## src/rtl/gsim_pkg.sv

```systemverilog
// Shared definitions for the banded multiplier and its Gauss-Seidel solver.
// Holds the vector geometry, word widths, FSM state encoding, band
// coefficients and a sign-extension helper.
package gsim_pkg;

  localparam int N    = 16;
  localparam int XW   = 32;
  localparam int BW   = 16;
  localparam int FRAC = 16;
  localparam int AW   = 40;
  localparam int CW   = 4;

  localparam logic [CW-1:0] CNT_LAST = CW'(N - 1);

  // Band magnitudes; signs are +C0, -C1, +C2, -C3 moving away from the diagonal.
  localparam int C0 = 20;
  localparam int C1 = 13;
  localparam int C2 = 6;
  localparam int C3 = 1;

  typedef enum logic [1:0] {
    RECV = 2'd0,
    CALC = 2'd1,
    SEND = 2'd2
  } state_t;

  function automatic logic signed [AW-1:0] sext(input logic signed [XW-1:0] v);
    return {{(AW-XW){v[XW-1]}}, v};
  endfunction

endpackage

```

## src/rtl/gsim_round_sat.sv

```systemverilog
// Accumulator-to-output conversion: round half toward +inf at the Q16.16
// binary point, then clamp to the signed BW-bit range.
// Ports:
//   i_acc  signed AW-bit accumulator (Q.FRAC)
//   o_b    signed BW-bit rounded, saturated integer
module gsim_round_sat
  import gsim_pkg::*;
(
  input  logic signed [AW-1:0] i_acc,
  output logic signed [BW-1:0] o_b
);

  localparam logic signed [AW-1:0] HALF  = {{(AW-FRAC){1'b0}}, 1'b1, {(FRAC-1){1'b0}}};
  localparam logic signed [AW-1:0] MAX_B = {{(AW-BW+1){1'b0}}, {(BW-1){1'b1}}};
  localparam logic signed [AW-1:0] MIN_B = ~MAX_B;

  logic signed [AW-1:0] w_biased;
  logic signed [AW-1:0] w_r;

  always_comb begin
    w_biased = i_acc + HALF;
    w_r      = w_biased >>> FRAC;
    if (w_r > MAX_B) begin
      o_b = MAX_B[BW-1:0];
    end else if (w_r < MIN_B) begin
      o_b = MIN_B[BW-1:0];
    end else begin
      o_b = w_r[BW-1:0];
    end
  end

endmodule

```

## src/rtl/gsim_band_mul.sv

```systemverilog
// Forward 7-band matrix-vector multiplier b = A*x for a 16-element Q16.16
// vector. Collects x, computes one row every two cycles, then streams b.
// Ports:
//   clk        clock, rising edge
//   reset_n    asynchronous active-low reset
//   in_en      x_in valid (accepted only in RECV)
//   x_in       x[k], signed Q16.16, k = 0..15 in order
//   busy       high in CALC and SEND
//   out_valid  b_out valid
//   b_out      b[i], signed 16-bit, i = 0..15 in order
//
// state | meaning
// ------+---------------------------------------------------------
// RECV  | collecting x[0..15]; cnt is the next write index
// CALC  | row cnt: stage 0 gathers neighbour sums, stage 1 writes b
// SEND  | streaming bbuf[cnt], one element per cycle
module gsim_band_mul
  import gsim_pkg::*;
(
  input  logic                 clk,
  input  logic                 reset_n,
  input  logic                 in_en,
  input  logic signed [XW-1:0] x_in,
  output logic                 busy,
  output logic                 out_valid,
  output logic signed [BW-1:0] b_out
);

  state_t             r_state, w_state_nxt;
  logic [CW-1:0]      r_cnt, w_cnt_nxt;
  logic               r_stage, w_stage_nxt;
  logic               w_x_we, w_b_we;

  logic signed [XW-1:0] r_xbuf [N];
  logic signed [BW-1:0] r_bbuf [N];

  logic signed [AW-1:0] r_d, r_s1, r_s2, r_s3;
  logic signed [XW-1:0] w_xm1, w_xm2, w_xm3, w_xp1, w_xp2, w_xp3;
  logic signed [AW-1:0] w_acc;
  logic signed [BW-1:0] w_b_rs;

  always_ff @(posedge clk or negedge reset_n) begin
    if (!reset_n) begin
      r_state <= RECV;
      r_cnt   <= '0;
      r_stage <= 1'b0;
    end else begin
      r_state <= w_state_nxt;
      r_cnt   <= w_cnt_nxt;
      r_stage <= w_stage_nxt;
    end
  end

  always_comb begin
    w_state_nxt = r_state;
    w_cnt_nxt   = r_cnt;
    w_stage_nxt = r_stage;
    w_x_we      = 1'b0;
    w_b_we      = 1'b0;
    case (r_state)
      RECV: begin
        if (in_en) begin
          w_x_we = 1'b1;
          if (r_cnt == CNT_LAST) begin
            w_state_nxt = CALC;
            w_cnt_nxt   = '0;
            w_stage_nxt = 1'b0;
          end else begin
            w_cnt_nxt = r_cnt + 1'b1;
          end
        end
      end
      CALC: begin
        if (!r_stage) begin
          w_stage_nxt = 1'b1;
        end else begin
          w_stage_nxt = 1'b0;
          w_b_we      = 1'b1;
          if (r_cnt == CNT_LAST) begin
            w_state_nxt = SEND;
            w_cnt_nxt   = '0;
          end else begin
            w_cnt_nxt = r_cnt + 1'b1;
          end
        end
      end
      SEND: begin
        if (r_cnt == CNT_LAST) begin
          w_state_nxt = RECV;
          w_cnt_nxt   = '0;
        end else begin
          w_cnt_nxt = r_cnt + 1'b1;
        end
      end
      default: begin
        w_state_nxt = RECV;
        w_cnt_nxt   = '0;
        w_stage_nxt = 1'b0;
      end
    endcase
  end

  // Neighbour fetch; the 4-bit index arithmetic wraps at the edges, so the
  // wrapped reads are replaced with zero padding for rows 0..2 and 13..15.
  always_comb begin
    w_xm1 = r_xbuf[r_cnt - 4'd1];
    w_xm2 = r_xbuf[r_cnt - 4'd2];
    w_xm3 = r_xbuf[r_cnt - 4'd3];
    w_xp1 = r_xbuf[r_cnt + 4'd1];
    w_xp2 = r_xbuf[r_cnt + 4'd2];
    w_xp3 = r_xbuf[r_cnt + 4'd3];
    case (r_cnt)
      4'd0: begin
        w_xm1 = '0;
        w_xm2 = '0;
        w_xm3 = '0;
      end
      4'd1: begin
        w_xm2 = '0;
        w_xm3 = '0;
      end
      4'd2: w_xm3 = '0;
      4'd13: w_xp3 = '0;
      4'd14: begin
        w_xp2 = '0;
        w_xp3 = '0;
      end
      4'd15: begin
        w_xp1 = '0;
        w_xp2 = '0;
        w_xp3 = '0;
      end
      default: ;
    endcase
  end

  // 20d - 13s1 + 6s2 - s3 built from shifts: 20=16+4, 13=8+4+1, 6=4+2.
  always_comb begin
    w_acc = (r_d <<< 4) + (r_d <<< 2)
          - ((r_s1 <<< 3) + (r_s1 <<< 2) + r_s1)
          + (r_s2 <<< 2) + (r_s2 <<< 1)
          - r_s3;
  end

  gsim_round_sat u_round_sat (
    .i_acc (w_acc),
    .o_b   (w_b_rs)
  );

  always_ff @(posedge clk) begin
    if (w_x_we) begin
      r_xbuf[r_cnt] <= x_in;
    end
    if (r_state == CALC && !r_stage) begin
      r_d  <= sext(r_xbuf[r_cnt]);
      r_s1 <= sext(w_xm1) + sext(w_xp1);
      r_s2 <= sext(w_xm2) + sext(w_xp2);
      r_s3 <= sext(w_xm3) + sext(w_xp3);
    end
    if (w_b_we) begin
      r_bbuf[r_cnt] <= w_b_rs;
    end
  end

  assign busy      = (r_state != RECV);
  assign out_valid = (r_state == SEND);
  assign b_out     = r_bbuf[r_cnt];

endmodule

```

## config.mk

```make
export PLATFORM = sky130hd
export DESIGN_NAME = gsim_band_mul
export DESIGN_NICKNAME = d
export VERILOG_FILES = /design/src/rtl/gsim_pkg.sv /design/src/rtl/gsim_round_sat.sv /design/src/rtl/gsim_band_mul.sv
export SDC_FILE = /design/constraint.sdc
export NUM_CORES = 2
export LEC_CHECK = 0
export CAP_MARGIN = 0
export CORE_ASPECT_RATIO = 0.8
export CORE_MARGIN = 2
export CORE_UTILIZATION = 25
export DETAILED_ROUTE_END_ITERATION = 8
export GPL_ROUTABILITY_DRIVEN = 0
export GPL_TIMING_DRIVEN = 0
export SETUP_SLACK_MARGIN = 0.15
export SYNTH_ARGS = -nofsm -noshare
export SYNTH_HDL_FRONTEND = slang
export SYNTH_SLANG_ARGS = --single-unit
```

## constraint.sdc

```tcl
create_clock -name clk -period 12.4 [get_ports clk]
set_input_delay 1.86 -clock clk [delete_from_list [all_inputs] [get_ports clk]]
set_output_delay 1.86 -clock clk [all_outputs]
set_load 0.1 [all_outputs]
```

# ---- Word level (Yosys, flattened, before mapping)
# Memories as Yosys holds them, arrays and structs flattened. A register that Yosys moved wholly into a read port is not among the register bits.
# Cells that the tools add are included.
# Widths: inputs -> output; s select.
dict set report totals {
  memories 2
  regBits 120
  rom_bits 0
  latch_bits 0
  ram_bits 768
  elab_cells 82
  in_bits 35
}
# memory depth width read_ports rd_clocked_by_memory_dff write_ports line
set memory_table {}
lappend memory_table {r_xbuf 16 32 7 1 1 gsim_band_mul.sv:34} ;# logic signed [XW-1:0] r_xbuf [N];
lappend memory_table {r_bbuf 16 16 1 0 1 gsim_band_mul.sv:35} ;# logic signed [BW-1:0] r_bbuf [N];
dict set report op_classes {
  div 0
  mux 30
  n_bitwise 1
  n_shift 0
  n_lt_le_gt_ge 2
  add_sub_neg 17
  n_mul 0
  eq_ne 12
  reduce_logical 12
}
# operator count
set op_table {}
lappend op_table {{$mux 32} 6}
lappend op_table {{$add 32x32->33} 3}
lappend op_table {{$add 40x40->40} 2}
lappend op_table {{$add 40x17->40 const B} 1}
lappend op_table {{$add 40x34->40} 1}
lappend op_table {{$add 40x35->40} 1}
lappend op_table {{$sub 37x40->40} 1}
lappend op_table {{$sub 40x40->40} 1}
lappend op_table {{$add 36x34->37} 1}
lappend op_table {{$mux 16} 2}
lappend op_table {{$gt 24x16->1 const B} 1}
lappend op_table {{$lt 24x16->1 const B} 1}
lappend op_table {{$eq 4x4->1 const B} 3}
lappend op_table {{$mux 4} 3}
lappend op_table {{$pmux 4 s3} 1}
lappend op_table {{$mux 1} 11}
lappend op_table {{$mux 2} 5}
lappend op_table {{$add 4x2->4 const B} 2}
lappend op_table {{$ne 2x2->1 const B} 4}
lappend op_table {{$sub 4x2->4 const B} 2}
lappend op_table {{$pmux 2 s3} 1}
lappend op_table {{$reduce_or 3->1} 2}
lappend op_table {{$reduce_and 5->1} 1}
lappend op_table {{$add 4x1->4 const B} 1}
lappend op_table {{other kinds (16)} 17}

# ---- Logic depth before layout (Yosys ltp)
dict set report logic_depth {
  depth_word 10
  mapped_depth 30
  ltp_nobuf 23
}

# ---- Hierarchy
# Synthesis repeated with hierarchy kept, for this count alone.
dict set report unflattened {
  hier_cells 3935
  area_unflattened_um2 61318.8
}
# mod n_inst cells_each area_each_um2 seq_area_each_um2
set by_module_without_submodules {}
lappend by_module_without_submodules {gsim_band_mul 1 3819 60520.5 27171.1}
lappend by_module_without_submodules {gsim_round_sat 1 116 798.3 0.0}

# ---- Worst setup path before layout
# No wires, ideal clock.
dict set report synth_timing {
  path_kind {register to register}
  start {reg r_cnt[1]}
  end {reg r_s3[38], data pin}
  setup_ns 0.256
  setup_slack_ns 5.480
  stages_incl_launch_ff 28
  path_buffers 8
  t_arrival_ns 6.664
  cell_sequence {dfrtp_1 clkbuf_1 buf_1 clkbuf_1 clkbuf_1 inv_1 ha_1 clkbuf_1 buf_1 clkbuf_1 buf_1 mux4_2 mux2i_1 a211oi_1 ha_1 inv_1 fa_1 nor2b_1 o21ai_0 a21boi_0 o41ai_1 o211ai_1 a31oi_1 a31oi_1 a41oi_1 a21oi_1 nand3_1 a22o_1}
}
dict set report synth_via {
  elab_chain_cells 4
}
# element line
set synth_rtl {}
lappend synth_rtl {{start, declared} gsim_band_mul.sv:30} ;# logic [CW-1:0] r_cnt, w_cnt_nxt;
lappend synth_rtl {{start signal, assigned} gsim_band_mul.sv:49} ;# r_cnt <= w_cnt_nxt;
lappend synth_rtl {{$sub 4x2->4 (tied with other cells)} gsim_band_mul.sv:108} ;# w_xm3 = r_xbuf[r_cnt - 4'd3];
lappend synth_rtl {{$mem_v2 16x32 or $reduce_or 3->1 (tied branches)} n/a}
lappend synth_rtl {{$mux 32} gsim_band_mul.sv:112} ;# case (r_cnt)
lappend synth_rtl {{$add 32x32->33 (*)} gsim_band_mul.sv:158} ;# r_s3 <= sext(w_xm3) + sext(w_xp3);
lappend synth_rtl {{end signal, assigned} gsim_band_mul.sv:158}
lappend synth_rtl {{end, declared} gsim_band_mul.sv:37} ;# logic signed [AW-1:0] r_d, r_s1, r_s2, r_s3;
# Every way passes the cells marked *; elsewhere a longest branch is shown, timed or not.
# A chain may end at the register's enable or synchronous reset.

# ---- Worst setup path in the final report
dict set report layout_timing {
  start {reg r_cnt[1]}
  end {reg r_s3[30], data pin}
}
# The elaborated chain is that of the path after synthesis.

==> qor.csv <==
metric,value,unit
crit_family,buffers and inverters,
synth_top_cell_by_area,edfxtp_1,
cp-end-kind,flip-flop,
cts_hold_buf,0,
synth_top_area_share,0.453,
slowest_delay,1000,ps
synth.cell_area,0.0596,mm^2
final_cell_mix,"edfxtp_1, mux4_2, nor2_1",
syn2layout_area_growth,14.1,%
mostFrequentLayoutCell,edfxtp_1,
finalHoldViolCount,0,
routed_via_density,5.59,
rows,160,
synth_flop_cell,edfxtp_1,
fin_crit_sh,0.977,
slew_headroom,-0.0970,
grt-ovfl-total,0,
initial_core_util,0.251,
syn_area_per_cell,13.6,um^2
drtPass1Iterations,9,
critPathKind,reg -> reg,
synth_cell_types,81,
routedWlPerCell,28.8,um
vias,43700,
clk_pin_slew,60,ps
port_buffers,52,
hold_class,reg -> reg,
clockBufferDepth,3,
gr-usage-all-layers,0.181,
violations,"max-capacitance violations, max-slew violations",
clock.fmax,82.6,MHz
yosys_warnings,0,
grt_pass1_wl,311000,um
cp.arrival,12610,ps
drv_cap,12,
ctsResizeCount,0,
worstPathRequired,12900,ps
cts_tree,done,
dieArea,0.242,mm^2
synth.area.top_cells,"edfxtp_1, mux4_2, fa_1, ha_1, a211oi_1",
final_core_util,0.287,
first_global_vias,41900,
die_w,550,um
drt_iter0_drc,7794,
ys_ff_latch,906,
root_buffer,clkbuf_16,
timing.final.setup_violations,0,
synth_edf_count,899,
dp_hpwl,174000,um
n_fill_cell,23700,
io_pins,53,
min-delay-start,r_stage,
finalCriticalPeriod,12110,ps
cp_slowest_cell,clkbuf_1,
drtAntennaViolNets,0,
ys_seq_area_frac,0.456,
synthesis.nets,4792,
startpoint_type,flip-flop,
status,"complete, but fails checks",
startpoint,r_cnt[1],
finalMaxSlewViolations,118,
setup_tns,0,ps
worst_path_most_repeated_cell,clkbuf_1,
clock_skew,64.3,ps
path_max_fanout,10,
antenna_found_initial,27,
core_region_area,0.237,mm^2
rsz0062_at_grt,false,
netlist_instances,4376,
clock_latency,780,ps
post-route-drc-count,0,
regToRegStartpoint,r_cnt[1],
worst_pin_slew,1650,ps
async_flop_share,0.00773,
grt_max_degree,111,
post_cts_buffers,0,
die_h,441,um
cts_buffers,100,
drt_wl_total,225000,um
path_buf_inv,10,
drive_gt1_frac,0.182,
cts_max_level,3,
cts_sinks,906,
final_nets,4976,
[cell usage after synthesis, types with 4 or more instances]
master	instances
a2111oi_0	7
a211oi_1	261
a21o_1	50
a21oi_1	268
a31oi_1	13
a41oi_1	5
and2_1	86
and3_1	12
buf_1	89
clkbuf_1	195
dfrtp_1	7
edfxtp_1	899
fa_1	198
ha_1	183
inv_1	322
mux2_2	92
mux2i_1	126
mux4_2	505
nand2_1	133
nand2b_1	15
nand3_1	35
nand3b_1	5
nand4_1	12
nor2_1	340
nor2b_1	110
nor3_1	55
nor3b_1	6
o211ai_1	13
o21a_1	16
o21ai_0	100
o21ai_1	6
o21bai_1	15
o311ai_1	5
o31ai_1	8
or2_2	8
or3_1	6
or4_1	4
xnor2_1	73
xor2_1	31
[registers in the layout (all words and copies together) (netlist names)]
signal,cells
r_xbuf,512
r_bbuf,256
r_s1,33
r_s2,33
r_s3,33
r_d,32
r_cnt,4
r_state,2
r_stage,1
[metrics by stage]
| step | std cells | setup WS (ps) | area (um^2) | hold slack [ps] |
|---|---|---|---|---|
| after floorplan | 4376 | 5480 | 59600 | 472 |
| after global placement | 7587 | 445 | 64100 | 501 |
| after detailed placement | 7614 | 403 | 64700 | 518 |
| after CTS | 7790 | 420 | 67800 | 527 |
| after global routing | 7798 | 392 | 67900 | 552 |
| final | 7814 | 287 | 68000 | 530 |
[path summary, 6_finish.rpt]
kind,to,slack (ps),cells after the start
setup / recovery,r_s3[30],290,29
hold / removal,r_state[0],530,1
setup reg to reg,r_s3[30],290,29
hold reg to reg,r_state[0],530,1
max in group asynchronous,r_cnt[3],10570,1
min in group asynchronous,r_state[1],1440,1
[cell families (layout without fill, tap and decap cells)]
group	count (synthesis)	after routing	share of synthesized area
buffers and inverters	609	867	0.0387
other	0	21	0
AO/OA/AOI/OAI	813	813	0.0885
adder cells (fa/ha/maj)	381	381	0.105
multiplexers	723	723	0.229
XOR/XNOR	104	104	0.0153
flip-flops	906	906	0.456
AND/OR/NAND/NOR	840	840	0.0671
[routing by layer]
metal  track usage  vias up  share of wire
li1              -    17300              -
met1         0.227    22000           0.38
met2         0.245     3685           0.39
met3         0.107      774           0.18
met4        0.0770       26          0.054
met5        0.0174        -         0.0025
[layout make-up]
type | count | area, um^2 | share of cell area
multi-input cells | 2861 | 30200 | 0.444
plain buffers | 286 | 1130 | 0.0166
flip-flops and latches | 906 | 27200 | 0.400
clock buffers | 115 | 2560 | 0.0376
well taps | 3159 | 3950 | 0.0581
inverters | 322 | 1210 | 0.0179
diodes | 21 | 52.6 | 0.000773
clock inverters | 61 | 619 | 0.00911
repair buffers | 83 | 1060 | 0.0157
Power is not shown: default switching activity piles up to over one toggle a cycle in this logic, so the estimate is an artifact.
